<file path="src/rtl/shift_reg_pkg.sv">
// Shared types and constants for the sequential shift register.
package shift_reg_pkg;

  typedef enum logic [1:0] {
    LOGIC  = 2'd0,
    ARITH  = 2'd1,
    ROTATE = 2'd2,
    SERIAL = 2'd3
  } mode_t;

  typedef enum logic [1:0] {
    IDLE  = 2'd0,
    SHIFT = 2'd1,
    DONE  = 2'd2
  } state_t;

  localparam logic DIR_L = 1'b0;
  localparam logic DIR_R = 1'b1;

endpackage

</file>
<file path="src/rtl/shift_reg_step.sv">
// Single-position shift of a register value; purely combinational.
// Left shifts move bits towards the MSB and fill the LSB, right shifts the reverse.
module shift_reg_step
  import shift_reg_pkg::*;
#(
  parameter int WIDTH = 16
) (
  input  logic [WIDTH-1:0] value,
  input  logic             dir,
  input  mode_t            mode,
  input  logic             ser_in_l,
  input  logic             ser_in_r,
  output logic [WIDTH-1:0] next_value
);

  logic fill;

  // Select the fill bit for the vacated end, then splice it onto the shifted value.
  always_comb begin
    fill       = 1'b0;
    next_value = value;
    if (dir == DIR_L) begin
      case (mode)
        ROTATE:  fill = value[WIDTH-1];
        SERIAL:  fill = ser_in_r;
        default: fill = 1'b0;
      endcase
      next_value = {value[WIDTH-2:0], fill};
    end else begin
      case (mode)
        ARITH:   fill = value[WIDTH-1];
        ROTATE:  fill = value[0];
        SERIAL:  fill = ser_in_l;
        default: fill = 1'b0;
      endcase
      next_value = {fill, value[WIDTH-1:1]};
    end
  end

endmodule

</file>
<file path="src/rtl/shift_reg_seq.sv">
// Load/shift register with a multi-position sequential shift (one bit per cycle)
// and a start/busy/done handshake.
// Optional build macro SHIFT_REG_ABORT_EN adds an `abort` input that cancels a
// shift in progress, leaving the partially shifted value and suppressing done.
//
// state | meaning
// IDLE  | accepts ld (priority) or start
// SHIFT | one step per cycle until the count runs out
// DONE  | one-cycle done pulse, ld/start ignored
module shift_reg_seq
  import shift_reg_pkg::*;
#(
  parameter  int WIDTH = 16,
  localparam int AMT_W = $clog2(WIDTH) + 1
) (
  input  logic             clk,
  input  logic             rst,
`ifdef SHIFT_REG_ABORT_EN
  input  logic             abort,
`endif
  input  logic             ld,
  input  logic [WIDTH-1:0] par_in,
  input  logic             start,
  input  logic [AMT_W-1:0] amt,
  input  logic             dir,
  input  logic [1:0]       mode,
  input  logic             ser_in_l,
  input  logic             ser_in_r,
  output logic [WIDTH-1:0] par_out,
  output logic             MSB_out,
  output logic             LSB_out,
  output logic             busy,
  output logic             done
);

  state_t           state_q;
  logic [AMT_W-1:0] cnt_q;
  logic             dir_q;
  mode_t            mode_q;
  logic [WIDTH-1:0] data_q;
  logic             busy_q;
  logic             done_q;

  logic [WIDTH-1:0] step_value;
  logic [AMT_W-1:0] amt_clamped;
  logic             abort_req;

`ifdef SHIFT_REG_ABORT_EN
  assign abort_req = abort;
`else
  assign abort_req = 1'b0;
`endif

  // Shifting more than WIDTH positions is never needed; cap the count there.
  assign amt_clamped = (amt > AMT_W'(WIDTH)) ? AMT_W'(WIDTH) : amt;

  shift_reg_step #(.WIDTH(WIDTH)) u_step (
    .value      (data_q),
    .dir        (dir_q),
    .mode       (mode_q),
    .ser_in_l   (ser_in_l),
    .ser_in_r   (ser_in_r),
    .next_value (step_value)
  );

  // Sequencer: state, count, latched operation fields, data and handshake flags.
  always_ff @(posedge clk or negedge rst) begin
    if (!rst) begin
      state_q <= IDLE;
      cnt_q   <= '0;
      dir_q   <= DIR_L;
      mode_q  <= LOGIC;
      data_q  <= '0;
      busy_q  <= 1'b0;
      done_q  <= 1'b0;
    end else begin
      done_q <= 1'b0;
      case (state_q)
        IDLE: begin
          if (ld) begin
            data_q <= par_in;
          end else if (start) begin
            dir_q  <= dir;
            mode_q <= mode_t'(mode);
            cnt_q  <= amt_clamped;
            if (amt_clamped == '0) begin
              state_q <= DONE;
              done_q  <= 1'b1;
            end else begin
              state_q <= SHIFT;
              busy_q  <= 1'b1;
            end
          end
        end
        SHIFT: begin
          if (abort_req) begin
            state_q <= IDLE;
            busy_q  <= 1'b0;
            cnt_q   <= '0;
          end else begin
            data_q <= step_value;
            cnt_q  <= cnt_q - AMT_W'(1);
            if (cnt_q == AMT_W'(1)) begin
              state_q <= DONE;
              busy_q  <= 1'b0;
              done_q  <= 1'b1;
            end
          end
        end
        DONE: begin
          state_q <= IDLE;
        end
        default: begin
          state_q <= IDLE;
          busy_q  <= 1'b0;
        end
      endcase
    end
  end

  assign par_out = data_q;
  assign MSB_out = data_q[WIDTH-1];
  assign LSB_out = data_q[0];
  assign busy    = busy_q;
  assign done    = done_q;

endmodule

</file>
<file path="config.mk">
export PLATFORM = sky130hd
export DESIGN_NAME = shift_reg_seq
export DESIGN_NICKNAME = d
export VERILOG_FILES = /design/src/rtl/shift_reg_pkg.sv /design/src/rtl/shift_reg_step.sv /design/src/rtl/shift_reg_seq.sv
export SDC_FILE = /design/constraint.sdc
export NUM_CORES = 1
export LEC_CHECK = 0
export BUFFER_PORTS_ARGS = -buffer_cell sky130_fd_sc_hd__buf_2
export CAP_MARGIN = 20
export CORE_MARGIN = 2
export CORE_UTILIZATION = 55
export CTS_BUF_LIST = sky130_fd_sc_hd__clkbuf_4 sky130_fd_sc_hd__clkbuf_8 sky130_fd_sc_hd__clkbuf_16
export DETAILED_ROUTE_END_ITERATION = 6
export PLACE_DENSITY = 0.85
export SLEW_MARGIN = 20
export SYNTH_ARGS = -nofsm -noshare
export SYNTH_HDL_FRONTEND = slang
export SYNTH_HIERARCHICAL = 1
export SYNTH_SLANG_ARGS = --single-unit
</file>
<file path="constraint.sdc">
create_clock -name clk -period 3.6 [get_ports clk]
set_input_delay 0.54 -clock clk [delete_from_list [all_inputs] [get_ports clk]]
set_output_delay 0.54 -clock clk [all_outputs]
set_load 0.05 [all_outputs]
</file>
### After elaboration in Yosys (flattened, before gate mapping)

Index checks and enable logic that the tools add are counted.

| word-level totals | value |
|---|---|
| flip-flop bits (word level) | 28 |
| input port bits | 30 |
| output and inout bits | 20 |
| logic and storage cells | 57 |

| cells by class | value |
|---|---|
| add/sub/neg operators | 1 |
| magnitude comparators | 1 |
| eq/ne operators | 12 |
| multiplexer cells | 24 |
| bitwise logic cells | 2 |
| reductions and logical operators | 9 |

Operators with widths:

| kind | count |
|---|---|
| 16-bit 2-to-1 mux | 2 |
| 16-bit case mux with 2 select lines | 1 |
| 5-bit 2-to-1 mux | 3 |
| 3-bit AND reduction | 4 |
| 2-bit inequality test, second input constant | 5 |
| 5-bit case mux with 2 select lines | 1 |
| 1-bit 2-to-1 mux | 8 |
| 2-bit 2-to-1 mux | 4 |
| 2-bit equality test, second input constant | 3 |
| 1-bit case mux with 3 select lines | 2 |
| 5-bit by 1-bit equality test with 1-bit output, second input constant | 1 |
| 5-bit greater-than comparator, second input constant | 1 |
| 5-bit zero test | 1 |
| 5-bit AND reduction | 1 |
| 5-bit by 1-bit subtractor with 5-bit output, second input constant | 1 |
| 2-bit by 1-bit equality test with 1-bit output, second input constant | 2 |
| 1-bit case mux with 2 select lines | 2 |
| 2-bit case mux with 2 select lines | 1 |
| 3-bit inequality test, second input constant | 1 |
| 2-bit zero test | 1 |
| 1-bit NOT | 2 |
| 2-bit AND reduction | 1 |
| 2-bit nonzero test | 1 |

### Depth between registers and ports, before layout

Gate-level depths: netlist of run 1.

| logic depth | value |
|---|---|
| depth after elaboration | 7 |
| gate-level depth with buffers | 6 |
| mapped depth without buffers | 5 |

### By module

The synthesis of run 1 kept the hierarchy.

By module, submodules not included:

| module | times used | cells each | area an instance (µm²) | sequential area each (µm²) |
|---|---|---|---|---|
| shift_reg_seq | 1 | 131 | 1372.6 | 700.7 |
| shift_reg_step | 1 | 25 | 276.5 | 0.0 |

### Worst setup path before layout of run 1

OpenSTA, ideal clock, no wires.

| timing | value |
|---|---|
| path type | input-to-reg |
| start point | input ld |
| end point | register cnt_q[2] |
| setup time | 0.124 ns |
| arrival time | 1.565 ns |
| data required time | 3.476 ns |
| slack | 1.911 ns |
| stages on the path | 4 |
| buffers on the path | 1 |
| cells stage by stage | or4b_1 buf_6 and3_4 a211o_1 |

| on the way | value |
|---|---|
| cells in the longest elaborated chain, start to end | 2 |

RTL lines:

| what | RTL line | RTL |
|---|---|---|
| start, declared | shift_reg_seq.sv:21 | `input logic ld,` |
| 2-bit inequality test (no line) | - |  |
| 3-bit AND reduction (no line) | - |  |
| end signal, assigned | shift_reg_seq.sv:85 | `cnt_q <= amt_clamped;` |
| end signal, assigned | shift_reg_seq.sv:102 | `cnt_q <= cnt_q - AMT_W'(1);` |
| end, declared | shift_reg_seq.sv:37 | `logic [AMT_W-1:0] cnt_q;` |

No other way between the ends.
A chain may end at the register's enable or synchronous reset.

### Worst setup path in the final report of run 1

| timing | value |
|---|---|
| start point | register state_q[0] |
| end point | register cnt_q[2] |

| on the way | value |
|---|---|
| cells in the longest elaborated chain, start to end | 3 |
| elaborated cells between the ends (all ways) | 7 |
| those cells by class | eq/ne: 3; mux: 1; reduce/logical: 3 |

RTL lines:

| what | RTL line | RTL |
|---|---|---|
| start, declared | shift_reg_seq.sv:36 | `state_t state_q;` |
| start signal, assigned | shift_reg_seq.sv:69 | `state_q <= IDLE;` |
| start signal, assigned | shift_reg_seq.sv:87 | `state_q <= DONE;` |
| start signal, assigned | shift_reg_seq.sv:90 | `state_q <= SHIFT;` |
| 2-bit by 1-bit equality test with 1-bit output / 2-bit zero test (equally long branches) | shift_reg_seq.sv:78 | `case (state_q)` |
| 2-bit nonzero test (no line) / 2-bit inequality test (equally long branches) | - |  |
| 3-bit AND reduction (no line) | - |  |

Several ways; a longest one is shown, not always the timed one.

==> run metrics, run 1 <==
failing checks DRC; Fill cells 219; grt total ovfl 0; Layout Area Growth over Synthesis 16.5%; Multi-input gate area 868 um2; Total Routing Usage GR 22.7%; PortBufs 49; Gate power share 57.4%; worst slack, placed 1680 ps; Avg Inst Size Synth 10.6 um2; initial antenna violation count 0; sequential share of power 32.4%; peak fanout along the critical path 10; final period utilization 50.6%; largest net degree at the start of global routing 33; Worst Tran Pin Value 835 ps; Ports 50; crit path DAT 2060 ps; DIE WIDTH 58.8 um; WHS 182 ps; Setup WS post-layout 1780 ps; worst r2r src state_q[0]; Worst path slowest cell or4b_1; CTS Buf Count 3; vias in the first global route 1297; internal power 0.00104 W; register cell area after layout 701 um2; CTS tree built; Lkg Pwr 0.966 nW; Netlist cell types 38; Main synth FF type dfrtp_1; EDFF count, synth 0; syn nets 188; ANT cells 0; die area 3450 um2; fraction of layout cells with a size suffix above 1 37.7%; CTS max path bufs 2; share of the synthesized area in the top cell type 42.5%; family with the most delay on the worst path simple AND/OR/NAND/NOR gates; Worst R2R Path Depth 3; worst min path class input pin to async pin; sequential element share of the synthesized area 42.5%; top post-synthesis cells by area dfrtp_1, mux2i_1, mux2_4; Psw 0.00101 W; total core area 2810 um2; Worst IR Drop VDD 689 uV; Slew HR 44.3%; Detailed Route WL 3.58 mm; DP Wirelength 2.54 mm; Sw Ratio 49.2%; unrepaired setup endpoints after global routing no; slowest cell delay on critical path 720 ps; Power Density 1070 nW/um2; Max Cap Viol 0; flop2flop setup slack 1780 ps; maximum clock rate 549 MHz; Initial Utilization 58.8%; first-iteration detailed-routing DRC count 70; CP Class flip-flop to flip-flop; clock insertion delay at the later pin of the skew report 340 ps; row count 19; Pins Over Slew Limit 0; first-pass GRT wire length 6.00 mm; antenna-violating nets left 0; CP bufs+invs 0; routed vias/inst 5.86; Worst Skew 2.59 ps; post-CTS setup repair buffer count 0; clock network power share 10.3%; Final nets 232; critical-path cell list or4b_1 -> and3_4 -> a211o_1; register bit total from synthesis 28; drt first pass iters 6; setup TNS 0 ps; synthesized area 1650 um2; clock sink count 28; worst r2r dst cnt_q[2]; Post-Synthesis Cells 156; Final min period 1820 ps; wire per inst 15.6 um; critical path endpoint category flip-flop; Vias 1347; Data required, critical path 3840 ps; endpoints failing setup 0; Die H 58.8 um; final total power 0.00205 W; # resized after CTS 0; CP startpoint kind flip-flop; htree depth 1; hold buffers post-CTS 0; gpl congestion 0.858; CTS root buffer clkbuf_4; CTS clk-pin slew, worst paths 150 ps; asr flop ratio synth 100%; post-synth top area cell dfrtp_1; drt drc 3; status complete, but fails checks; synth warn 6; Final Hold Fails 0
-- cells in the mapped netlist, types with 3 or more instances --
cell type and n:
nand2b_1 3, buf_4 3, nor2_1 3, o21ai_0 18, mux2_4 7, nand2_1 27
nor3_1 5, dfrtp_1 28, mux2_2 7, mux2i_1 19, clkbuf_1 3
-- cell type report --
cell class,count,area share [%]
clock buffer,3,1.17
clock inverter,1,1.56
multi-input combinational,115,45.2
tap,31,2.02
sequential,28,36.5
inverter,2,0.391
timing repair buffer,50,13.2
-- worst max path at each step --
| stage | from | to | slack [ps] | depth (start not counted) |
|---|---|---|---|---|
| 5_1_grt | state_q[0] | par_out[15] | 1670 | 4 |
| 2_1_floorplan | ld | cnt_q[2] | 1910 | 4 |
| 3_3_place_gp | ld | cnt_q[2] | 1710 | 4 |
| 6_report | state_q[0] | cnt_q[2] | 1780 | 3 |
| 4_1_cts | cnt_q[0] | cnt_q[4] | 1800 | 5 |
| 3_5_place_dp | ld | cnt_q[2] | 1680 | 4 |
-- cells in the final DEF, fill, tap and decap left out, types with 3 or more instances in the layout --
cell      Yosys  routed
buf_2         2      49
clkbuf_4      0       3
dfrtp_1      28      28
mux2_2        7       7
mux2_4        7       7
mux2i_1      19      19
nand2_1      27      27
nand2b_1      3       3
nor2_1        3       3
nor3_1        5       5
o21ai_0      18      18
-- flip-flops by register name, indices dropped and copies added, names as in the netlist --
name	count
dir_q	1
done	1
state_q	2
busy	1
cnt_q	5
par_out	16
mode_q	2
-- cells by family (layout without fill, tap and decap cells) --
logic type / count (synthesis) / in the layout / synth area share, %
AND/OR/NAND/NOR: 51 / 51 / 16.4
adder cells (fa/ha/maj): 2 / 2 / 1.52
AO/OA/AOI/OAI: 29 / 29 / 11.2
multiplexers: 33 / 33 / 22.7
buffers and inverters: 13 / 56 / 5.69
flip-flops: 28 / 28 / 42.5
-- power groups by stage --
stage                     Sequential (W)  Combinational, W  Clock [W]
after floorplan                 0.000924          0.000701          0
after CTS                       0.000663           0.00118   0.000212
final                           0.000664           0.00118   0.000210
after detailed placement        0.000669           0.00117          0
after global routing            0.000695           0.00127   0.000226
after global placement          0.000655           0.00113          0
-- per-stage QoR --
| step | cell area, um2 | utilization (%) | instances |
|---|---|---|---|
| after floorplan | 1650 | - | 156 |
| after global placement | 1860 | 66.3 | 226 |
| after detailed placement | 1860 | 66.3 | 226 |
| after CTS | 1910 | 68.2 | 230 |
| after global routing | 1920 | 68.5 | 230 |
| final | 1920 | 68.5 | 230 |
-- layer usage --
metal	up-vias	part of all wire [%]	GRT usage [%]
li1	642	-	-
met1	642	43	31.7
met2	55	49	35.4
met3	8	6.0	3.08
met4	0	1.9	9.74
met5	-	0	0
No activity file was read; power rests on OpenSTA's default activity.
==> run 2: changes to the inputs <==
CORE_UTILIZATION = 46   (was 55)
PLACE_DENSITY = 0.76   (was 0.85)
clock period = 1.47 ns   (was 3.6 ns; I/O delays follow)
==> run 2 against run 1 <==
The run ends with setup timing left. Hold slack worse by 110 ps. Cell count rose by 17%. Die area grew 18%. Worst setup slack worse by 1800 ps. Clock power rose by 78%. Register-to-register slack worse by 1800 ps. Critical path depth up 2. Sequential power is 130% higher. Highest routed layer unchanged.
==> run metrics, run 2 (same netlist as run 1, synthesis figures left out) <==
peak fanout along the critical path 2 (-8); Setup WS post-layout -13.3 ps (-1790 ps); Die H 63.9 um (+8.7%); clock network power share 6.8% (-3.5 points); ANT cells 0 (unchanged); register cell area after layout 701 um2 (unchanged); antenna-violating nets left 0 (unchanged); internal power 0.00286 W (+170%); sequential share of power 28.2% (-4.2 points); critical-path cell list inv_2 -> ha_4 -> nand3b_1 -> or4b_4 -> o221a_2; Detailed Route WL 3.89 mm (+8.7%); Final Hold Fails 0 (unchanged); CTS max path bufs 2 (unchanged); Initial Utilization 48.7% (-10 points); DIE WIDTH 63.9 um (+8.7%); CTS root buffer clkbuf_4; Total Routing Usage GR 19.5% (-3.2 points); Gate power share 65.0% (+7.6 points); Largest register FFs 16 (unchanged); Worst Tran Pin Value 622 ps (-213 ps); die area 4080 um2 (+18%); Pins Over Slew Limit 0 (unchanged); wire per inst 14.5 um (-6.7%); commonest cells after routing, fill and taps aside buf_2, dfrtp_1, nand2_1, mux2i_1, o21ai_0; DP Wirelength 2.67 mm (+5.2%); drt first pass iters 4 (-2); Ports 50 (unchanged); slowest cell delay on critical path 510 ps (-210 ps); crit path DAT 1710 ps (-350 ps); Max Cap Viol 0 (unchanged); CTS Buf Count 3 (unchanged); vias in the first global route 1344 (+3.6%); unrepaired setup endpoints after global routing yes; Worst path slowest cell or4b_4; PortBufs 49 (unchanged); clock sink count 28 (unchanged); family with the most delay on the worst path simple AND/OR/NAND/NOR gates; fraction of layout cells with a size suffix above 1 46.4% (+8.7 points); CTS tree built; final total power 0.00547 W (+170%); Slew HR 58.5% (+14 points); final period utilization 101% (+50 points); Layout Area Growth over Synthesis 32.8%; endpoints failing setup 2 (+2); clock insertion delay at the later pin of the skew report 320 ps (-20 ps); initial antenna violation count 0 (unchanged); htree depth 1 (unchanged); routed vias/inst 5.24 (-10%); CP startpoint kind flip-flop; Multi-input gate area 897 um2 (+3.3%); Worst Skew 0.943 ps (-1.64 ps); Final min period 1480 ps (-338 ps); row count 21 (+2); drt drc 0 (-3); leading cell type in the layout, fill and taps excluded buf_2; Vias 1405 (+4.3%); Lkg Pwr 1.10 nW (+14%); CTS clk-pin slew, worst paths 150 ps (about the same); Psw 0.00261 W (+160%); critical path endpoint category flip-flop; total core area 3390 um2 (+21%); largest net degree at the start of global routing 33 (unchanged); failing checks setup timing; WHS 73.4 ps (-109 ps); CP Class flip-flop to flip-flop; first-pass GRT wire length 6.31 mm (+5.2%); gpl congestion 0.909 (+6.0%); Sw Ratio 47.7% (-1.5 points); Data required, critical path 1700 ps (-2140 ps); Final nets 255 (+9.9%); CP bufs+invs 1 (+1); Power Density 2500 nW/um2 (+130%); worst min path class input pin to flip-flop; first-iteration detailed-routing DRC count 76 (+8.6%); grt total ovfl 0 (unchanged); Worst IR Drop VDD 1300 uV (+89%); status complete, but fails checks; maximum clock rate 674 MHz (+23%); Fill cells 262 (+20%)
-- run 2: path summary, 6_finish.rpt --
| check | slack [ps] | cells after the start | to | start |
|---|---|---|---|---|
| max in group asynchronous | 640 | 2 | par_out[2] | rst |
| min reg2reg | 520 | 1 | busy | busy |
| max reg2reg | -10 | 5 | cnt_q[4] | cnt_q[0] |
| min in group asynchronous | 430 | 2 | state_q[0] | rst |
| max | -10 | 5 | cnt_q[4] | cnt_q[0] |
| min | 70 | 3 | dir_q | dir |
-- run 2: layer usage --
layer / vias to the layer above / global-route usage, % / share of wire, %
met2: 36 / 32.2 / 49
met4: 0 / 4.89 / 0.49
met1: 672 / 26.9 / 46
li1: 695 / - / -
met5: - / 0 / 0
met3: 2 / 2.64 / 4.2
-- run 2: timing repair --
action | 4_1_cts | 5_1_grt
hold buffers | 1 | 0
pin swaps | 0 | 1
setup endpoints to repair | 1 | 7
gates cloned | 0 | 1
hold endpoints to repair | 28 | 0
buffers inserted | 6 | 3
gates resized for setup | 5 | 4
-- run 2: final cells by class --
type	count	share of cell area [%]
clock buffer	4	1.66
multi-input combinational	115	41.0
timing repair buffer	73	22.4
tap	46	2.63
inverter	2	0.343
sequential	28	32.0
-- run 2: worst reg2reg max path: cells and delay by family, from the launching register on --
kind / cells / cell delay, ps
DFF: 1 / 430
AOI/OAI and AO/OA: 1 / 130
and+or+nand+nor: 2 / 610
adders and majority gates: 1 / 130
buffers and inverters: 1 / 90
-- run 2: stage by stage --
step                      TNS [ps]  worst slack (ps)  instance area, um2  util (%)  std cells
final                        -17.8             -13.3                2190      64.6        268
after global routing          -235             -79.3                2190      64.6        268
after floorplan              -84.1             -84.1                1660         -        156
after detailed placement     -7.72             -7.72                2010      59.4        253
after CTS                        0              1.32                2130      62.7        264
after global placement           0              32.0                2010      59.4        253
-- run 2: power by group through the flow --
stage / sequential, W / clock (W) / combinational [W]
after floorplan: 0.00227 / 0 / 0.00172
after global placement: 0.00152 / 0 / 0.00320
after detailed placement: 0.00154 / 0 / 0.00326
after CTS: 0.00153 / 0.000383 / 0.00342
after global routing: 0.00160 / 0.000423 / 0.00383
final: 0.00154 / 0.000374 / 0.00355
==> run 3: changes to the inputs <==
ABC_AREA = 1   (was default)
CORE_UTILIZATION = 51   (was 46)
PLACE_DENSITY = 0.79   (was 0.76)
clock period = 1.4 ns   (was 1.47 ns; I/O delays follow)
==> run 3 against run 2 <==
The flow now finishes without violations. Fmax is 15% higher. Routed wire length is 0.82% lower. Critical path type unchanged. Critical path depth is 2 higher. Die area is 8.2% lower. Synthesized cell count is 51% higher. First-iteration DRC count is 20% higher. Register-to-register slack better by 120 ps. Worst setup slack better by 120 ps. Clock skew is 8.7 ps higher. Largest cell class unchanged.
==> run metrics, run 3 <==
Worst R2R Path Depth 7 (+2); worst r2r dst cnt_q[4]; worst r2r src state_q[0]; Final min period 1300 ps (-188 ps); post-synth top area cell dfrtp_1; asr flop ratio synth 100% (unchanged); Data required, critical path 1670 ps (-30 ps); Worst Tran Pin Value 631 ps (+8.90 ps); endpoints failing setup 0 (-2); row count 20 (-4.8%); met2 usage 38.0% (+5.8 points); Post-synth top cells nand2_1, dfrtp_1, nor2_1, a31oi_1, nand3_1; initial antenna violation count 0 (unchanged); DIE WIDTH 61.2 um (-4.2%); Slew HR 57.9% (-0.59 points); met3 GRT Util 2.94% (+0.30 points); CP Class flip-flop to flip-flop; CP bufs+invs 2 (+1); Final nets 317 (+24%); met1 Usage GRT 30.2% (+3.3 points); flop2flop setup slack 100 ps (+120 ps); htree depth 1 (unchanged); family with the most delay on the worst path flip-flops; Final Hold Fails 0 (unchanged); crit path DAT 1560 ps (-150 ps); maximum clock rate 772 MHz (+15%); Pins Over Slew Limit 0 (unchanged); total core area 3080 um2 (-9.2%); sequential element share of the synthesized area 42.0% (-0.51 points); gpl congestion 0.818 (-10%); status finished, final reports clean; CTS tree built; drt first pass iters 4 (unchanged); commonest cells after routing, fill and taps aside nand2_1, buf_2, dfrtp_1, nor2_1, a31oi_1; Max Cap Viol 0 (unchanged); Die H 61.2 um (-4.2%); setup TNS 0 ps (+17.8 ps); PortBufs 49 (unchanged); Vias 1647 (+17%); CTS root buffer clkbuf_4; EDFF count, synth 0 (unchanged); share of the synthesized area in the top cell type 42.0% (-0.51 points); syn nets 268 (+43%); routed vias/inst 5.04 (-3.9%); Fill cells 305 (+16%); first-pass GRT wire length 6.33 mm (+0.33%); critical path endpoint category flip-flop; Avg Inst Size Synth 7.07 um2 (-33%); antenna-violating nets left 0 (unchanged); CTS clk-pin slew, worst paths 150 ps (about the same); leading cell type in the layout, fill and taps excluded nand2_1; Initial Utilization 54.2% (+5.6 points); CP startpoint state_q[0]; clock insertion delay at the later pin of the skew report 320 ps (about the same); Worst Skew 9.64 ps (+8.70 ps); critical-path cell list inv_2 -> nand2_2 -> nor2_8 -> inv_2 -> o21ai_0 -> nand2_1 -> nand2_1; wire per inst 11.8 um (-19%); vias in the first global route 1490 (+11%); CP endpoint cnt_q[4]; drt drc 0 (unchanged); Ports 50 (unchanged); ANT cells 0 (unchanged); register cell area after layout 702 um2 (+0.18%); CP startpoint kind flip-flop; Largest register FFs 16 (unchanged); final period utilization 92.5% (-8.4 points); Netlist cell types 21 (-45%); first-iteration detailed-routing DRC count 91 (+20%); slowest cell delay on critical path 460 ps (-50 ps); Multi-input gate area 841 um2 (-6.3%); CTS max path bufs 2 (unchanged); Worst path slowest cell dfrtp_1; critical path depth 7 (+2); GR peak layer met2; fraction of layout cells with a size suffix above 1 24.4% (-22 points); largest net degree at the start of global routing 29 (-12%); register bit total from synthesis 28 (unchanged); Layout Area Growth over Synthesis 18.1%; top post-synthesis cells by area dfrtp_1, nand2_1, a31oi_1; Post-Synthesis Cells 236 (+51%); worst min path class input pin to flip-flop; Total Routing Usage GR 22.5% (+3.1 points); most numerous cell in the Yosys netlist nand2_1; Detailed Route WL 3.86 mm (-0.82%); grt total ovfl 0 (unchanged); synthesized area 1670 um2 (+1.2%); synth warn 6 (unchanged); CTS Buf Count 3 (unchanged); unrepaired setup endpoints after global routing no; DP Wirelength 2.74 mm (+2.6%); die area 3750 um2 (-8.2%); peak fanout along the critical path 7 (+5); clock sink count 28 (unchanged); Main synth FF type dfrtp_1
==> run 3: layout make-up <==
cell class	count	area share, %
multi-input combinational	182	42.6
clock buffer	3	1.14
sequential	28	35.6
tap	44	2.79
inverter	16	3.17
timing repair buffer	54	14.7
==> run 3: logic make-up (layout without fill, tap and decap cells) <==
family	Yosys count	after routing	synth area share (%)
compound gates	30	30	10.8
fa+ha+maj	2	2	1.50
buf+inv	27	73	8.32
flops	28	28	42.0
simple gates	149	150	37.4
==> run 3: worst min-delay path by stage <==
stage                endpoint  cells after the start  startpoint
global route            dir_q                      3         dir
CTS                 mode_q[1]                      3     mode[1]
finish              mode_q[0]                      3     mode[0]
global placement     cnt_q[0]                      1         rst
floorplan                busy                      0         rst
detailed placement   cnt_q[2]                      1         rst
==> run 3: worst reg2reg max path: cells and delay by family, from the launching register on <==
family	cells	cell delay, ps
flip-flops	1	460
buffers and inverters	2	170
AND/OR/NAND/NOR	4	390
AO/OA/AOI/OAI	1	220
==> run 3: per-layer routing <==
layer	routed length, um	share of wire, %
met3	222	5.8
met4	38	0.99
met1	1790	46
met2	1800	47
met5	0	0
==> run 3: per-stage QoR <==
stage | util, % | instance area [um2] | setup slack (ps) | std cells | hold slack [ps]
global placement | 62.2 | 1910 | 110 | 321 | 263
detailed placement | 62.2 | 1910 | 11.1 | 321 | 263
floorplan | - | 1670 | 189 | 236 | -85.6
finish | 64.1 | 1970 | 105 | 327 | 85.0
CTS | 63.5 | 1950 | 11.1 | 326 | 75.4
global route | 64.1 | 1970 | 31.4 | 327 | 76.9
==> run 3: repair_timing <==
item	in CTS	in global routing
pin swaps	1	0
setup endpoints to repair	1	16
hold buffers	1	0
cloned	1	0
gates resized for setup	1	3
buffers inserted	0	1
endpoints found under the hold margin	28	0
Power of run 3 is not shown: default switching activity piles up to over one toggle a cycle in this logic, so the estimate is an artifact.
